### config.mk
export PLATFORM = sky130hd
export DESIGN_NAME = act_skew_feeder_flat
export DESIGN_NICKNAME = d
export VERILOG_FILES = /design/src/rtl/act_skew_feeder_if.sv /design/src/rtl/act_skew_feeder.sv /design/src/flat_wrapper.sv
export SDC_FILE = /design/constraint.sdc
export NUM_CORES = 1
export LEC_CHECK = 0
export CORE_MARGIN = 4
export CORE_UTILIZATION = 50
export CTS_BUF_LIST = sky130_fd_sc_hd__clkbuf_2 sky130_fd_sc_hd__clkbuf_4 sky130_fd_sc_hd__clkbuf_8
export DETAILED_ROUTE_END_ITERATION = 10
export DONT_BUFFER_PORTS = 1
export HOLD_SLACK_MARGIN = 0.02
export PLACE_DENSITY = 0.67
export SETUP_SLACK_MARGIN = 0.1
export SLEW_MARGIN = 20
export SYNTH_ARGS = -nofsm -noshare
export SYNTH_HDL_FRONTEND = slang
export SYNTH_SLANG_ARGS = --single-unit
### constraint.sdc
create_clock -name clk -period 2.8 [get_ports clk]
set_clock_uncertainty 0.05 [all_clocks]
set_input_delay 0.28 -clock clk [delete_from_list [all_inputs] [get_ports clk]]
set_output_delay 0.28 -clock clk [all_outputs]
set_load 0.05 [all_outputs]
### src/rtl/act_skew_feeder_if.sv
// Port bundle for the activation skew feeder: tile-buffer write port,
// start/enable control and the skewed lane outputs toward the PE array.
interface act_skew_feeder_if #(
    parameter int DATA_W = 16,
    parameter int ROWS   = 4,
    parameter int ROW_W  = 2,
    parameter int ADDR_W = 2
);
    logic                   en;
    logic                   wr_en;
    logic [ROW_W-1:0]       wr_row;
    logic [ADDR_W-1:0]      wr_addr;
    logic [DATA_W-1:0]      wr_data;
    logic                   start;
    logic [ROWS*DATA_W-1:0] act_out;
    logic [ROWS-1:0]        act_vld;
    logic                   busy;
    logic                   done;

    modport master (
        output en, wr_en, wr_row, wr_addr, wr_data, start,
        input  act_out, act_vld, busy, done
    );

    modport slave (
        input  en, wr_en, wr_row, wr_addr, wr_data, start,
        output act_out, act_vld, busy, done
    );
endinterface

### src/rtl/act_skew_feeder.sv
// Buffers one ROWS x DEPTH activation tile and streams it into the left edge
// of the systolic array, delaying row r by r cycles (diagonal skew).
module act_skew_feeder #(
    parameter int DATA_W = 16,
    parameter int ROWS   = 4,
    parameter int DEPTH  = 4,
    parameter int ROW_W  = 2,
    parameter int ADDR_W = 2
) (
    input logic              clk,
    input logic              rst_n,
    act_skew_feeder_if.slave bus
);
    localparam int N   = DEPTH + ROWS - 1;
    localparam int T_W = $clog2(N + 1);

    typedef enum logic [1:0] {IDLE, STREAM, DONE} state_t;

    state_t                 state_reg, state_next;
    logic [T_W-1:0]         t_reg, t_next;
    logic [ROWS*DATA_W-1:0] act_reg, act_next;
    logic [ROWS-1:0]        vld_reg, vld_next;
    logic                   done_reg, done_next;

    logic [DATA_W-1:0]      buf_mem [ROWS][DEPTH];
    logic [ROWS*DATA_W-1:0] lane_data;
    logic [ROWS-1:0]        lane_hit;
    logic [ROW_W-1:0]       wr_row_idx;
    logic [ADDR_W-1:0]      wr_addr_idx;

    assign wr_row_idx  = bus.wr_row;
    assign wr_addr_idx = bus.wr_addr;

    // The buffer is only writable while idle so a running stream never sees
    // a half-updated tile; contents survive reset.
    always_ff @(posedge clk) begin
        if (bus.en && bus.wr_en && state_reg == IDLE) begin
            buf_mem[wr_row_idx][wr_addr_idx] <= bus.wr_data;
        end
    end

    genvar gi;
    generate
        for (gi = 0; gi < ROWS; gi++) begin : g_lane
            // rel = t - row; its top bit flags a negative offset
            logic [T_W:0] rel;
            assign rel          = {1'b0, t_reg} - (T_W + 1)'(gi);
            assign lane_hit[gi] = !rel[T_W] && (rel < (T_W + 1)'(DEPTH));
            assign lane_data[gi*DATA_W +: DATA_W] =
                lane_hit[gi] ? buf_mem[gi][rel[ADDR_W-1:0]] : '0;
        end
    endgenerate

    always_ff @(posedge clk or negedge rst_n) begin
        if (!rst_n) begin
            state_reg <= IDLE;
            t_reg     <= '0;
            act_reg   <= '0;
            vld_reg   <= '0;
            done_reg  <= 1'b0;
        end else begin
            state_reg <= state_next;
            t_reg     <= t_next;
            act_reg   <= act_next;
            vld_reg   <= vld_next;
            done_reg  <= done_next;
        end
    end

    always_comb begin
        state_next = state_reg;
        t_next     = t_reg;
        act_next   = act_reg;
        vld_next   = vld_reg;
        done_next  = done_reg;
        if (bus.en) begin
            done_next = 1'b0;
            case (state_reg)
                IDLE: begin
                    act_next = '0;
                    vld_next = '0;
                    if (bus.start) begin
                        state_next = STREAM;
                        t_next     = '0;
                    end
                end
                STREAM: begin
                    act_next = lane_data;
                    vld_next = lane_hit;
                    t_next   = t_reg + 1'b1;
                    if (t_reg == T_W'(N - 1)) begin
                        state_next = DONE;
                    end
                end
                DONE: begin
                    act_next   = '0;
                    vld_next   = '0;
                    done_next  = 1'b1;
                    state_next = IDLE;
                end
                default: begin
                    state_next = IDLE;
                end
            endcase
        end
    end

    assign bus.act_out = act_reg;
    assign bus.act_vld = vld_reg;
    assign bus.busy    = (state_reg != IDLE);
    assign bus.done    = done_reg;
endmodule

### src/flat_wrapper.sv
// flat-port wrapper written by rule: the top's interface ports become plain ports
module act_skew_feeder_flat 
#(
    parameter int DATA_W = 16,
    parameter int ROWS   = 4,
    parameter int DEPTH  = 4,
    parameter int ROW_W  = 2,
    parameter int ADDR_W = 2
)
  (clk, rst_n, bus_en, bus_wr_en, bus_wr_row, bus_wr_addr, bus_wr_data, bus_start, bus_act_out, bus_act_vld, bus_busy, bus_done);
  act_skew_feeder_if #(.DATA_W(DATA_W), .ROWS(ROWS), .ROW_W(ROW_W), .ADDR_W(ADDR_W)) bus_i ();
  input logic clk;
  input logic rst_n;
  input wire logic [$bits(bus_i.en)-1:0] bus_en;
  input wire logic [$bits(bus_i.wr_en)-1:0] bus_wr_en;
  input wire logic [$bits(bus_i.wr_row)-1:0] bus_wr_row;
  input wire logic [$bits(bus_i.wr_addr)-1:0] bus_wr_addr;
  input wire logic [$bits(bus_i.wr_data)-1:0] bus_wr_data;
  input wire logic [$bits(bus_i.start)-1:0] bus_start;
  output wire logic [$bits(bus_i.act_out)-1:0] bus_act_out;
  output wire logic [$bits(bus_i.act_vld)-1:0] bus_act_vld;
  output wire logic [$bits(bus_i.busy)-1:0] bus_busy;
  output wire logic [$bits(bus_i.done)-1:0] bus_done;
  assign bus_i.en = bus_en;
  assign bus_i.wr_en = bus_wr_en;
  assign bus_i.wr_row = bus_wr_row;
  assign bus_i.wr_addr = bus_wr_addr;
  assign bus_i.wr_data = bus_wr_data;
  assign bus_i.start = bus_start;
  assign bus_act_out = bus_i.act_out;
  assign bus_act_vld = bus_i.act_vld;
  assign bus_busy = bus_i.busy;
  assign bus_done = bus_i.done;
  act_skew_feeder #(.DATA_W(DATA_W), .ROWS(ROWS), .DEPTH(DEPTH), .ROW_W(ROW_W), .ADDR_W(ADDR_W)) u_core (.clk(clk), .rst_n(rst_n), .bus(bus_i));
endmodule
Yosys cells after proc, flatten, opt, wreduce, memory -nomap -nowiden
Memory sizes are Yosys's and may differ from the RTL's.
Cells that the tools add are included.

storage, ports and cells
  register bits = 74
  bits in writable memories = 256
  input bits = 25
  output and inout port bits = 70
  word-level logic and storage cells = 75
  memories kept = 1

cells by class
  add/subtract/negate cells = 4
  magnitude comparators = 10
  eq/ne operators = 5
  multiplexer cells = 28
  bitwise logic cells = 5
  reductions and logical operators = 17

memories
  memory          words  width  rd ports  clocked after memory_dff  wr ports  line                   RTL
  u_core.buf_mem  4      64     4         0                         1         act_skew_feeder.sv:25  logic [DATA_W-1:0] buf_mem [ROWS][DEPTH];

operators with widths
  operator               number
  $mux W16               13
  $bmux W16 S2           4
  $pmux W64 S2           1
  $mux W64               1
  $demux W16 S2          1
  $ge A3 B3 Y1 const B   5
  $not A2 Y3             5
  $lt A4 B3 Y1 const B   3
  $pmux W4 S2            1
  $sub A3 B2 Y4 const B  2
  $logic_and A1 B1 Y1    6
  $pmux W3 S2            1
  $reduce_and A3 Y1      2
  $reduce_bool A2 Y1     3
  $mux W2                2
  $pmux W2 S2            1
  $sub A3 B1 Y4 const B  1
  $add A3 B1 Y3 const B  1
  $eq A3 B3 Y1 const B   1
  $logic_not A1 Y1       3
  $lt A3 B1 Y1 const B   1
  $lt A3 B3 Y1 const B   1
  $mux W3                1
  $eq A2 B1 Y1 const B   1
  7 further kinds        8

Longest topological paths before layout
Gate-level depths: netlist of the first run.

  word-level depth = 7
  gate-level depth with buffers = 9
  depth with buffers taken out = 5

Least setup slack after synthesis of the first run
Ideal clock, no wire load.

  path kind = register to register
  start = register u_core.state_reg[0]
  end = memory u_core.buf_mem[0][48] in the netlist's numbering (enable)
  library setup time = 409 ps
  data arrival time = 2452 ps
  required time = 2341 ps
  setup slack = -111 ps
  cell stages (with the launch flop) = 5
  buffers on the path = 1
  clock period less this slack = 2911 ps
  cell sequence = dfrtp_1 buf_2 and4bb_2 or3b_2 nor3_1

between the ends
  longest elaborated chain between the ends = 4

RTL lines
  item                            line                   RTL
  start: declaration              act_skew_feeder.sv:19  state_t state_reg, state_next;
  start signal: assignment        act_skew_feeder.sv:62  state_reg <= state_next;
  $logic_not A2 Y1                act_skew_feeder.sv:37  if (bus.en && bus.wr_en && state_reg == IDLE) begin
  $logic_and A1 B1 Y1             act_skew_feeder.sv:37
  $mux W1                         act_skew_feeder.sv:37
  $mux W64 (implied by the code)  act_skew_feeder.sv:38  buf_mem[wr_row_idx][wr_addr_idx] <= bus.wr_data;
  end: declaration                act_skew_feeder.sv:25

Every way passes these cells.

Worst setup path after layout of the first run
  start = register u_core.state_reg[0]
  end = memory u_core.buf_mem[1][55] in the netlist's numbering (enable)

The elaborated chain is that of the path after synthesis.

==> results of run 1 <==
[area by class of cell]
class,instances,area [um2]
well taps,324,405
fillers,1786,10200
inverters,6,22.5
clock buffers,74,918
diodes,1,2.50
flip-flops and latches,330,9540
repair buffers,45,418
clock inverters,16,155
multi-input cells,207,2550
[path summary, 6_finish.rpt]
| kind | slack [ns] | depth (start not counted) | start | to |
|---|---|---|---|---|
| max in group asynchronous | 2.09 | 2 | rst_n | u_core.t_reg[0]$_DFFE_PN0P_ |
| max | 0.66 | 4 | u_core.state_reg[0]$_DFFE_PN0P_ | u_core.buf_mem[1][55]$_DFFE_PP_ |
| min in group asynchronous | 0.23 | 2 | rst_n | u_core.bus.act_vld[2]$_DFFE_PN0P_ |
| max reg2reg | 0.66 | 4 | u_core.state_reg[0]$_DFFE_PN0P_ | u_core.buf_mem[1][55]$_DFFE_PP_ |
| min reg2reg | 0.59 | 1 | u_core.t_reg[0]$_DFFE_PN0P_ | u_core.t_reg[0]$_DFFE_PN0P_ |
| min | 0.09 | 2 | bus_wr_row[1] | u_core.buf_mem[0][58]$_DFFE_PP_ |
[cells by family after synthesis]
family                     count (synthesis)  share of synthesized area (%)
AOI/OAI and AO/OA                         97                           6.51
xor gates and xnor gates                   1                         0.0714
adders and majority gates                  6                          0.612
buffers and inverters                     39                           1.63
DFF                                      330                           77.7
muxes                                     64                           11.7
and+or+nand+nor                           39                           1.69
[critical path, delay by kind of cell, from the launching register on]
| family | cells | cell delay, ns |
|---|---|---|
| and+or+nand+nor | 3 | 1.02 |
| DFF | 1 | 0.47 |
| buffers and inverters | 1 | 0.27 |
[metrics by stage]
stage | cells | setup WS [ns] | util (%) | hold WS [ns] | instance area (um2)
2_1_floorplan | 576 | 0.179 | - | -0.0656 | 12300
3_3_place_gp | 892 | 0.709 | 52.5 | -0.0638 | 12700
4_1_cts | 1002 | 0.674 | 57.8 | 0.0522 | 14000
3_5_place_dp | 892 | 0.664 | 52.5 | -0.0637 | 12700
5_1_grt | 1003 | 0.554 | 57.8 | 0.0680 | 14000
6_report | 1003 | 0.660 | 57.8 | 0.0898 | 14000
[layer usage]
metal  vias up  wire length [um]  GRT usage [%]
met5         -                13              0
met4         2               527           5.75
met3        41              1910           6.04
met2       182             12900           31.8
met1      3054              9880           24.9
li1       2486                 -              -
[layout by cell type, fill, tap and decap left out, drive strengths merged, types with 2 or more instances in the layout]
master       instances
a21bo               17
a21o                 5
a21oi                3
a22o                48
buf                 26
bufinv               3
clkbuf              74
clkinv              11
clkinvlp             2
dfrtp               74
dlygate4sd3         19
edfxtp             256
ha                   6
inv                  6
mux4                64
nand2                6
nand2b               4
nand3b               3
nor2                14
nor3                 4
o21ai               20
[synthesized netlist by cell type (2+ instances only)]
| cell type | count | share of area (%) |
|---|---|---|
| edfxtp_1 | 256 | 63 |
| a21oi_1 | 2 | 0.082 |
| nand3b_1 | 3 | 0.18 |
| a21bo_2 | 16 | 1.3 |
| a21o_1 | 5 | 0.31 |
| buf_6 | 5 | 0.46 |
| dfrtp_1 | 74 | 15 |
| clkbuf_1 | 17 | 0.52 |
| ha_1 | 6 | 0.61 |
| buf_2 | 10 | 0.41 |
| a22o_1 | 48 | 3.4 |
| nor2_1 | 14 | 0.43 |
| nand2b_1 | 4 | 0.20 |
| inv_1 | 6 | 0.18 |
| o21ai_0 | 20 | 0.82 |
| nor3_1 | 4 | 0.16 |
| nand2_1 | 6 | 0.18 |
| mux4_2 | 64 | 12 |
[repair_timing]
item,4_1_cts,5_1_grt
hold buffers,20,0
setup buffers,0,0
hold endpoints to repair,334,0
[power by group through the flow]
stage                     combinational (W)  sequential (W)  clock [W]
final                               0.00274         0.00764    0.00412
after global placement              0.00261         0.00774          0
after CTS                           0.00280         0.00766    0.00421
after global routing                0.00297         0.00772    0.00444
after floorplan                     0.00224         0.00756          0
after detailed placement            0.00266         0.00776          0
==> flow_metrics.env, run 1 <==
export IMPL_maxCapViolCount=0
export IMPL_p_int_w=0.00952
export IMPL_dr_pass1_iters=5
export IMPL_period_minus_slack_ns=2.14
export IMPL_ir_drop_mv=0.400
export IMPL_drt_iter0_drc=503
export IMPL_worstPathArrival_ns=2.32
export IMPL_wirelength_mm=25.3
export IMPL_layout_drive_gt1_share_pct=29.8
export IMPL_period_share_pct=76.4
export IMPL_power_frac_clock_pct=28.4
export IMPL_synth_cell_types=34
export IMPL_tns_ns=0
export IMPL_synth_edff_count=256
export IMPL_fmax_mhz=467
export IMPL_h_tree_depth=2
export IMPL_die_y_um=165
export IMPL_swShare_pct=34.3
export IMPL_p_comb_share_pct=18.9
export IMPL_max_slew_margin_pct=42.6
export IMPL_dp_hpwl_mm=14.5
export IMPL_routabilityCongestion=0.769
export IMPL_synth_seq_area_share_pct=77.7
export IMPL_crit_type="register to register"
export IMPL_path_cells="and4bb_2 > or3b_2 > nor2_1 > buf_4"
export IMPL_worst_pin_slew_ns=0.859
export IMPL_grt_pass1_wl_mm=38.6
export IMPL_syn_avg_cell_area_um2=21.3
export IMPL_vias_per_cell=5.75
export IMPL_pwr_share_seq_pct=52.7
export IMPL_grt_pass1_vias=6184
export IMPL_synth_warnings=0
export IMPL_synthArstFlopShare_pct=22.4
export IMPL_cp_required_ns=2.98
export IMPL_max_stage_delay_ns=0.51
export IMPL_synth_cells=576
export IMPL_clk_pin_slew_ns=0.06
export IMPL_p_switching_w=0.00497
export IMPL_powerDensity_nw_per_um2=1030
export IMPL_vias=5765
export IMPL_end_kind="register"
export IMPL_post_cts_resized=0
export IMPL_wl_per_cell_um=25.2
export IMPL_finalHoldViolations=0
export IMPL_slew_viol_final=0
export IMPL_antenna_found_initial=2
export IMPL_core_area_um2=24200
export IMPL_gr_total_overflow=0
export IMPL_fin_nets=669
export IMPL_rsz0062_at_grt="no"
export IMPL_drtAntennaViolNets=0
export IMPL_setup_viol=0
export IMPL_ys_ff_latch=330
export IMPL_cts_tree="built"
export IMPL_area_delta_synth_final_pct=14.2
export IMPL_die_w_um=165
export IMPL_largest_reg_flops=256
export IMPL_clock_sinks=330
export IMPL_ys_flop_type="edfxtp_1"
export IMPL_syn_area_um2=12300
export IMPL_insertion_delay_ns=0.56
export IMPL_critical_path_slowest_cell="or3b_2"
export IMPL_status="complete, no violations"
export IMPL_hp_class="input pin to register"
export IMPL_rows=57
export IMPL_clk_root_buffer_cell="clkbuf_8"
export IMPL_io_pins=95
export IMPL_start_util_pct=50.6
export IMPL_io_buffers=0
export IMPL_grtUsageTotal_pct=19.3
export IMPL_largest_register="u_core.buf_mem"
export IMPL_numCtsBuffers=48
export IMPL_clk_path_buf_depth=3
export IMPL_route_detailed_drc=0
export IMPL_p_leak_nw=4.96
export IMPL_grt_max_degree=75
export IMPL_worst_setup_path_start_kind="register"
export IMPL_dieArea_um2=27100
export IMPL_total_power_w=0.0145
export IMPL_crit_fanout=16
export IMPL_synth_fp_nets=607
No activity file was read; power rests on OpenSTA's default activity.
==> run 2: changes to the inputs <==
--- a/config.mk
+++ b/config.mk
@@ -11,7 +11,7 @@
 export DETAILED_ROUTE_END_ITERATION = 10
 export DONT_BUFFER_PORTS = 1
 export HOLD_SLACK_MARGIN = 0.02
-export PLACE_DENSITY = 0.67
+export PLACE_DENSITY = 0.64
 export SETUP_SLACK_MARGIN = 0.1
 export SLEW_MARGIN = 20
 export SYNTH_ARGS = -nofsm -noshare
==> constraint.sdc (replaced) <==
create_clock -name clk -period 2 [get_ports clk]
set_clock_uncertainty 0.05 [all_clocks]
set_input_delay 0.2 -clock clk [delete_from_list [all_inputs] [get_ports clk]]
set_output_delay 0.2 -clock clk [all_outputs]
set_load 0.05 [all_outputs]
==> run 2 against run 1 <==
Compared with the run above:
- critical endpoint is now u_core.buf_mem[3][58]$_DFFE_PP_
- critical path type unchanged
- utilization increased by 2.2 points
- critical path depth rose by 1
- worst hold slack worse by 0.14 ns
- the run now ends with negative hold slack left
- clock power is 43% higher
- die area did not move
- via count up 1.4%
- largest power group unchanged
==> flow_metrics.env, run 2 (synthesized netlist as in run 1, its figures left out) <==
export IMPL_status="finished with violations"
export IMPL_violations="negative hold slack"
export IMPL_worstSetupEndpoint="u_core.buf_mem[3][58]$_DFFE_PP_"
export IMPL_hold_slack_ns=-0.0525
export IMPL_pre_cts_slack_ns=0.0756
export IMPL_cp_required_ns=2.20
export IMPL_p_leak_nw=5.15
export IMPL_fmax_mhz=521
export IMPL_clk_path_buf_depth=3
export IMPL_cts_tree="built"
export IMPL_grt_max_degree=75
export IMPL_cpLargestDelayFamily="simple AND/OR/NAND/NOR gates"
export IMPL_worstSetupStartpoint="u_core.state_reg[1]$_DFFE_PN0P_"
export IMPL_largest_reg_flops=256
export IMPL_drt_iter0_drc=356
export IMPL_max_slew_margin_pct=41.9
export IMPL_gr_total_overflow=0
export IMPL_critical_path_slowest_cell="or3b_4"
export IMPL_h_tree_depth=2
export IMPL_stdcell_count=1030
export IMPL_hp_class="input pin to register"
export IMPL_place_area_um2=13100
export IMPL_maxCapViolCount=0
export IMPL_core_area_um2=24200
export IMPL_vias=5847
export IMPL_fin_nets=689
export IMPL_insertion_delay_ns=0.56
export IMPL_final_cell_mix="256 x edfxtp_1, 73 x dfrtp_1, 65 x clkbuf_8"
export IMPL_fin_ws_ns=0.0813
export IMPL_io_buffers=0
export IMPL_die_y_um=165
export IMPL_dr_pass1_iters=5
export IMPL_routabilityCongestion=0.773
export IMPL_drtAntennaViolNets=0
export IMPL_p_int_w=0.0138
export IMPL_rrSetupSlack_ns=0.08
export IMPL_worst_setup_path_start_kind="register"
export IMPL_route_detailed_drc=0
export IMPL_rsz0062_at_grt="yes"
export IMPL_powerDensity_nw_per_um2=1430
export IMPL_p_comb_share_pct=21.5
export IMPL_rr_startpoint="u_core.state_reg[1]$_DFFE_PN0P_"
export IMPL_io_pins=95
export IMPL_grtUsageTotal_pct=19.6
export IMPL_cp_depth=5
export IMPL_r2r_end="u_core.buf_mem[3][58]$_DFFE_PP_"
export IMPL_power_frac_clock_pct=28.3
export IMPL_slew_viol_final=0
export IMPL_crit_fanout=16
export IMPL_period_minus_slack_ns=1.92
export IMPL_start_util_pct=50.6
export IMPL_end_kind="register"
export IMPL_critPathBufInv=2
export IMPL_grt_pass1_vias=6333
export IMPL_worst_pin_slew_ns=0.869
export IMPL_setup_viol=0
export IMPL_clock_sinks=330
export IMPL_wl_per_cell_um=25.1
export IMPL_dieArea_um2=27100
export IMPL_layout_drive_gt1_share_pct=33.7
export IMPL_met1_length_mm=10.6
export IMPL_path_cells="and4bb_2 > or3b_4 > buf_4 > nor2_4 > buf_12"
export IMPL_dp_hpwl_mm=14.2
export IMPL_die_w_um=165
export IMPL_vias_per_cell=5.68
export IMPL_crit_type="register to register"
export IMPL_max_stage_delay_ns=0.41
export IMPL_antenna_found_initial=3
export IMPL_r2r_cells=5
export IMPL_rows=57
export IMPL_final_area_um2=14600
export IMPL_swShare_pct=34.0
export IMPL_worstPathArrival_ns=2.12
export IMPL_layout_commonest_cell="edfxtp_1"
export IMPL_highest_layer="met5"
export IMPL_area_delta_synth_final_pct=18.6
export IMPL_wirelength_mm=25.8
export IMPL_period_share_pct=95.9
export IMPL_dp_cells=902
export IMPL_p_switching_w=0.00710
export IMPL_route_met2_wl_mm=12.7
export IMPL_grt_pass1_wl_mm=38.8
export IMPL_ir_drop_mv=0.761
export IMPL_largest_register="u_core.buf_mem"
export IMPL_routed_wl_met3_mm=2.02
export IMPL_finalHoldViolations=48
export IMPL_clk_root_buffer_cell="clkbuf_8"
export IMPL_numCtsBuffers=52
export IMPL_pwr_share_seq_pct=50.2
export IMPL_clk_pin_slew_ns=0.06
==> run 2: how the worst min path moves through the flow <==
stage / endpoint / slack, ns / cells after the start / from
final: u_core.buf_mem[0][9]$_DFFE_PP_ / -0.05 / 2 / bus_wr_row[1]
after global placement: u_core.bus.act_out[60]$_DFFE_PN0P_ / -0.14 / 0 / rst_n
after global routing: u_core.buf_mem[0][6]$_DFFE_PP_ / -0.09 / 2 / bus_wr_row[1]
after detailed placement: u_core.bus.act_out[63]$_DFFE_PN0P_ / -0.14 / 0 / rst_n
after CTS: u_core.buf_mem[0][9]$_DFFE_PP_ / -0.09 / 2 / bus_wr_row[1]
after floorplan: u_core.bus.act_out[0]$_DFFE_PN0P_ / -0.15 / 0 / rst_n
==> run 2: stage by stage <==
step | utilization, % | setup TNS (ns) | power, W
2_1_floorplan | - | -24.37 | 0.0140
3_3_place_gp | 54.0 | 0 | 0.0149
3_5_place_dp | 54.0 | 0 | 0.0150
4_1_cts | 59.9 | 0 | 0.0211
5_1_grt | 60.0 | 0 | 0.0219
6_report | 60.0 | 0 | 0.0209
==> run 2: area by class of cell <==
| type | instances | area (um2) |
|---|---|---|
| Fill cell | 1744 | 9700 |
| Sequential cell | 330 | 9540 |
| Multi-Input combinational cell | 207 | 2620 |
| Clock buffer | 85 | 1040 |
| Timing Repair Buffer | 61 | 811 |
| Tap cell | 324 | 405 |
| Clock inverter | 12 | 88.8 |
| Inverter | 6 | 27.5 |
| Antenna cell | 5 | 12.5 |
==> run 2: per-layer routing <==
layer	GRT usage, %	vias up
met5	0	-
met4	5.71	2
met3	6.11	48
met2	31.3	187
met1	26.4	3068
li1	-	2542
==> run 2: power by group through the flow <==
stage          clock network [W]  logic (W)  registers, W
5_1_grt                  0.00645    0.00486        0.0106
3_3_place_gp                   0    0.00425        0.0107
4_1_cts                  0.00607    0.00458        0.0105
2_1_floorplan                  0    0.00341        0.0106
3_5_place_dp                   0    0.00433        0.0107
6_report                 0.00591    0.00449        0.0105
==> run 2: repair_timing <==
item / CTS / global route
endpoints found under the hold margin: 387 / 48
hold buffers: 20 / 1
endpoints found under the setup margin: 18 / 81
cloned: 1 / 0
gates resized for setup: 1 / 2
pin swaps: 1 / 0
setup buffers: 3 / 1
==> run 3: changes to the inputs <==
--- a/config.mk
+++ b/config.mk
@@ -5,6 +5,7 @@
 export SDC_FILE = /design/constraint.sdc
 export NUM_CORES = 1
 export LEC_CHECK = 0
+export CAP_MARGIN = 0
 export CORE_MARGIN = 4
 export CORE_UTILIZATION = 50
 export CTS_BUF_LIST = sky130_fd_sc_hd__clkbuf_2 sky130_fd_sc_hd__clkbuf_4 sky130_fd_sc_hd__clkbuf_8
@@ -17,3 +18,4 @@
 export SYNTH_ARGS = -nofsm -noshare
 export SYNTH_HDL_FRONTEND = slang
 export SYNTH_SLANG_ARGS = --single-unit
+export TNS_END_PERCENT = 20
==> run 3 against run 2 <==
Compared with the run above:
- largest cell class unchanged
- critical path type unchanged
- die area stayed put
- clock power down 8.8%
- the run still ends with negative hold slack left
- via count fell by 2.6%
- largest power group unchanged
- power shrank 3.2%
==> flow_metrics.env, run 3 (synthesized netlist as in run 1, its figures left out) <==
export IMPL_die_w_um=165
export IMPL_slew_viol_final=0
export IMPL_fmax_mhz=515
export IMPL_hold_end="u_core.buf_mem[0][26]$_DFFE_PP_"
export IMPL_period_minus_slack_ns=1.94
export IMPL_grt_use_met1_pct=24.7
export IMPL_hp_class="input pin to register"
export IMPL_p_switching_w=0.00704
export IMPL_power_frac_clock_pct=26.7
export IMPL_worstPathArrival_ns=2.14
export IMPL_busiest_layer="met2"
export IMPL_final_cell_mix="256 x edfxtp_1, 73 x dfrtp_1, 64 x mux4_2"
export IMPL_total_power_w=0.0202
export IMPL_vias=5695
export IMPL_layout_drive_gt1_share_pct=30.7
export IMPL_r2r_cells=4
export IMPL_route_detailed_drc=0
export IMPL_insertion_delay_ns=0.55
export IMPL_numCtsBuffers=51
export IMPL_finalHoldViolations=64
export IMPL_clk_root_buffer_cell="clkbuf_8"
export IMPL_wl_per_cell_um=24.9
export IMPL_vias_per_cell=5.63
export IMPL_worstSetupStartpoint="u_core.state_reg[1]$_DFFE_PN0P_"
export IMPL_pre_cts_slack_ns=0.0750
export IMPL_dp_hpwl_mm=14.7
export IMPL_whs_path_depth=2
export IMPL_hold_slack_ns=-0.0510
export IMPL_gr_total_overflow=0
export IMPL_io_pins=95
export IMPL_io_buffers=0
export IMPL_pwr_share_seq_pct=52.6
export IMPL_rows=57
export IMPL_hp_start="bus_wr_row[1]"
export IMPL_h_tree_depth=2
export IMPL_drtAntennaViolNets=0
export IMPL_cp_required_ns=2.20
export IMPL_violations="negative hold slack"
export IMPL_clk_path_buf_depth=3
export IMPL_powerDensity_nw_per_um2=1420
export IMPL_status="finished with violations"
export IMPL_rrSetupSlack_ns=0.06
export IMPL_grt_max_degree=75
export IMPL_die_y_um=165
export IMPL_swShare_pct=34.8
export IMPL_clk_pin_slew_ns=0.07
export IMPL_ir_drop_mv=0.731
export IMPL_worst_setup_path_start_kind="register"
export IMPL_layout_commonest_cell="edfxtp_1"
export IMPL_grtUsageTotal_pct=19.3
export IMPL_maxCapViolCount=0
export IMPL_critical_path_slowest_cell="or3b_4"
export IMPL_setup_viol=0
export IMPL_r2r_end="u_core.buf_mem[0][63]$_DFFE_PP_"
export IMPL_p_int_w=0.0132
export IMPL_post_cts_buffers=0
export IMPL_path_cells="and4bb_2 > or3b_4 > nor3_4 > buf_12"
export IMPL_rr_startpoint="u_core.state_reg[1]$_DFFE_PN0P_"
export IMPL_place_area_um2=13100
export IMPL_start_util_pct=50.6
export IMPL_p_comb_share_pct=20.8
export IMPL_worst_pin_slew_ns=0.814
export IMPL_antennaDiodeCount=0
export IMPL_largest_register="u_core.buf_mem"
export IMPL_ctsHoldBuffers=20
export IMPL_max_slew_margin_pct=45.6
export IMPL_wirelength_mm=25.2
export IMPL_final_area_um2=14300
export IMPL_p_leak_nw=5.02
export IMPL_routabilityCongestion=0.761
export IMPL_fin_nets=678
export IMPL_drt_iter0_drc=309
export IMPL_grt_pass1_wl_mm=38.3
export IMPL_largest_reg_flops=256
export IMPL_crit_type="register to register"
export IMPL_antenna_found_initial=3
export IMPL_core_area_um2=24200
export IMPL_end_kind="register"
export IMPL_dieArea_um2=27100
export IMPL_post_cts_resized=0
export IMPL_dr_pass1_iters=4
export IMPL_rsz0062_at_grt="yes"
export IMPL_area_delta_synth_final_pct=16.4
export IMPL_grt_met3_usage_pct=6.19
export IMPL_crit_fanout=16
export IMPL_use_met2_pct=32.5
export IMPL_fin_ws_ns=0.0571
export IMPL_cts_tree="built"
export IMPL_clock_sinks=330
export IMPL_grt_pass1_vias=6271
export IMPL_period_share_pct=97.1
export IMPL_max_stage_delay_ns=0.46
==> run 3: cell count changes in the layout (fill, tap and decap cells not counted), sizes merged <==
cell         previous run  this run
clkbuf                 85        69
clkinv                  9        23
buf                    41        32
diode                   5         0
clkinvlp                2         1
dlygate4sd3            20        19
==> run 3: worst max-delay path by stage <==
stage | endpoint | slack [ns] | cells after the start
3_5_place_dp | u_core.buf_mem[0][48]$_DFFE_PP_ | 0.08 | 4
3_3_place_gp | u_core.buf_mem[0][49]$_DFFE_PP_ | 0.10 | 4
2_1_floorplan | u_core.buf_mem[0][48]$_DFFE_PP_ | -0.18 | 4
6_report | u_core.buf_mem[0][63]$_DFFE_PP_ | 0.06 | 4
5_1_grt | u_core.buf_mem[0][56]$_DFFE_PP_ | 0.002 | 4
4_1_cts | u_core.buf_mem[0][58]$_DFFE_PP_ | 0.05 | 4
==> run 3: metal layers <==
layer  up-vias  share of wire [%]
met5         -               0.13
met4         4                1.6
met3        44                8.1
met2       173                 51
met1      2963                 39
li1       2511                  -
==> run 3: stage by stage <==
step	TNS (ns)	hold WS [ns]	util [%]	cells
CTS	0	-0.0854	58.9	1012
global route	0	-0.0856	58.9	1012
floorplan	-24.86	-0.146	-	576
global placement	0	-0.143	53.9	898
finish	0	-0.0510	58.9	1012
detailed placement	0	-0.143	53.9	898
==> run 3: layout make-up <==
class | instances | area (um2)
inverters | 6 | 27.5
multi-input cells | 207 | 2600
clock inverters | 25 | 139
clock buffers | 69 | 862
flip-flops and latches | 330 | 9540
repair buffers | 51 | 701
well taps | 324 | 405
fillers | 1812 | 9970
==> run 3: worst max-delay path: cells and delay by family (launching register included) <==
kind	cells	cell delay, ns
simple gates	3	1.01
flops	1	0.38
buf+inv	1	0.18
==> run 3: power groups by stage <==
stage / combinational [W] / sequential, W / clock, W
final: 0.00419 / 0.0106 / 0.00539
after detailed placement: 0.00411 / 0.0108 / 0
after global routing: 0.00455 / 0.0107 / 0.00586
after floorplan: 0.00341 / 0.0106 / 0
after CTS: 0.00429 / 0.0107 / 0.00552
after global placement: 0.00403 / 0.0108 / 0
==> RTL edit, RTL diff (settings of run 2) <==
`ADDR_W` is set to 2 in 3 places; all go to 3.
--- a/src/rtl/act_skew_feeder_if.sv
+++ b/src/rtl/act_skew_feeder_if.sv
@@ -6,3 +6,3 @@
     parameter int ROW_W  = 2,
-    parameter int ADDR_W = 2
+    parameter int ADDR_W = 3
 );
--- a/src/rtl/act_skew_feeder.sv
+++ b/src/rtl/act_skew_feeder.sv
@@ -7,3 +7,3 @@
     parameter int ROW_W  = 2,
-    parameter int ADDR_W = 2
+    parameter int ADDR_W = 3
 ) (
--- a/src/flat_wrapper.sv
+++ b/src/flat_wrapper.sv
@@ -7,3 +7,3 @@
     parameter int ROW_W  = 2,
-    parameter int ADDR_W = 2
+    parameter int ADDR_W = 3
 )
Ports: changed (resized bus_wr_addr); port bits go from 95 to 96. No check against the original RTL was run, so the function may have changed too.
==> RTL edit against run 2 <==
The run ends with negative hold slack, negative setup slack left. Design area is 1.4% higher. Routed wire length rose by 0.63%. Final cell count is 0.49% higher. Power shrank 2.0%. Via count rose by 2.3%. Synthesized area is 0.88% higher. Sequential cell count did not move. Fmax fell by 7.0%. Setup slack got worse by 0.15 ns.
==> RTL edit: results <==
finish:
  multi_input_cells: 211
  drive_above_1_share: 0.343
  diodes: 0
  seq_area_frac: 0.647
  nNonClkInverters: 7
logic_synthesis:
  synth.distinct_cells: 37
  yosys-top-cells-count: "256 x edfxtp_1, 74 x dfrtp_1, 64 x mux4_2"
  syn-num-nets: 616
  synth_fa_ha_area_frac: 0.00606
  ys_seq_area_frac: 0.771
worst_setup_path:
  slowest_stage: "or4_4"
  cp_max_fo: 8
  crit_arrival_ns: 2.27
  crit_end: "u_core.buf_mem[2][48]"
global_route:
  met1_usage: 0.271
  antenna_found_initial: 1
  gr-usage-met3: 0.0558
  use_met2: 0.305
  grt_pass1_wl_mm: 38.9
min_path:
  min_to: "u_core.buf_mem[0][59]"
drt:
  drt_iter0_drc: 510
  post_drt_via_cell_ratio: 5.78
placed_design:
  hpwl_mm: 15.0
  globalplace.congestion: 0.762
  preCtsSetupSlack_ns: -0.0820
outcome:
  violations: "negative hold slack, negative setup slack"
  status: "finished, violations left"
timing:
  worst_hold_slack_ns: -0.0640
  setup_viol: 157
  hold_violations: 72
  setup_ws_ns: -0.0640
clock_network:
  ctsResizeCount: 6
## RTL edit: changes by cell type after synthesis, moves of 2 or more
cell      before  now
nor2_1        14    4
nor3_1         4    0
nor4_2         0    2
nor3_2         0   10
buf_6          5    3
nand3b_1       3    1
and3_1         1    5
clkbuf_1      17   23
buf_4          1    3
## RTL edit: per-stage QoR
| stage | instance area (um2) | TNS [ns] | power, mW | std cells |
|---|---|---|---|---|
| 6_report | 14800 | -4.71 | 20.5 | 1035 |
| 2_1_floorplan | 12600 | -80.29 | 13.4 | 584 |
| 4_1_cts | 14700 | -6.48 | 20.6 | 1028 |
| 3_5_place_dp | 13200 | -9.22 | 14.4 | 909 |
| 3_3_place_gp | 13200 | -1.20 | 14.3 | 909 |
| 5_1_grt | 14800 | -15.26 | 21.4 | 1035 |
## RTL edit: power by group
group,switching (mW),internal (mW)
Sequential,1.82,7.94
Combinational,2.39,2.32
Clock,2.46,3.53
Total,6.67,13.8
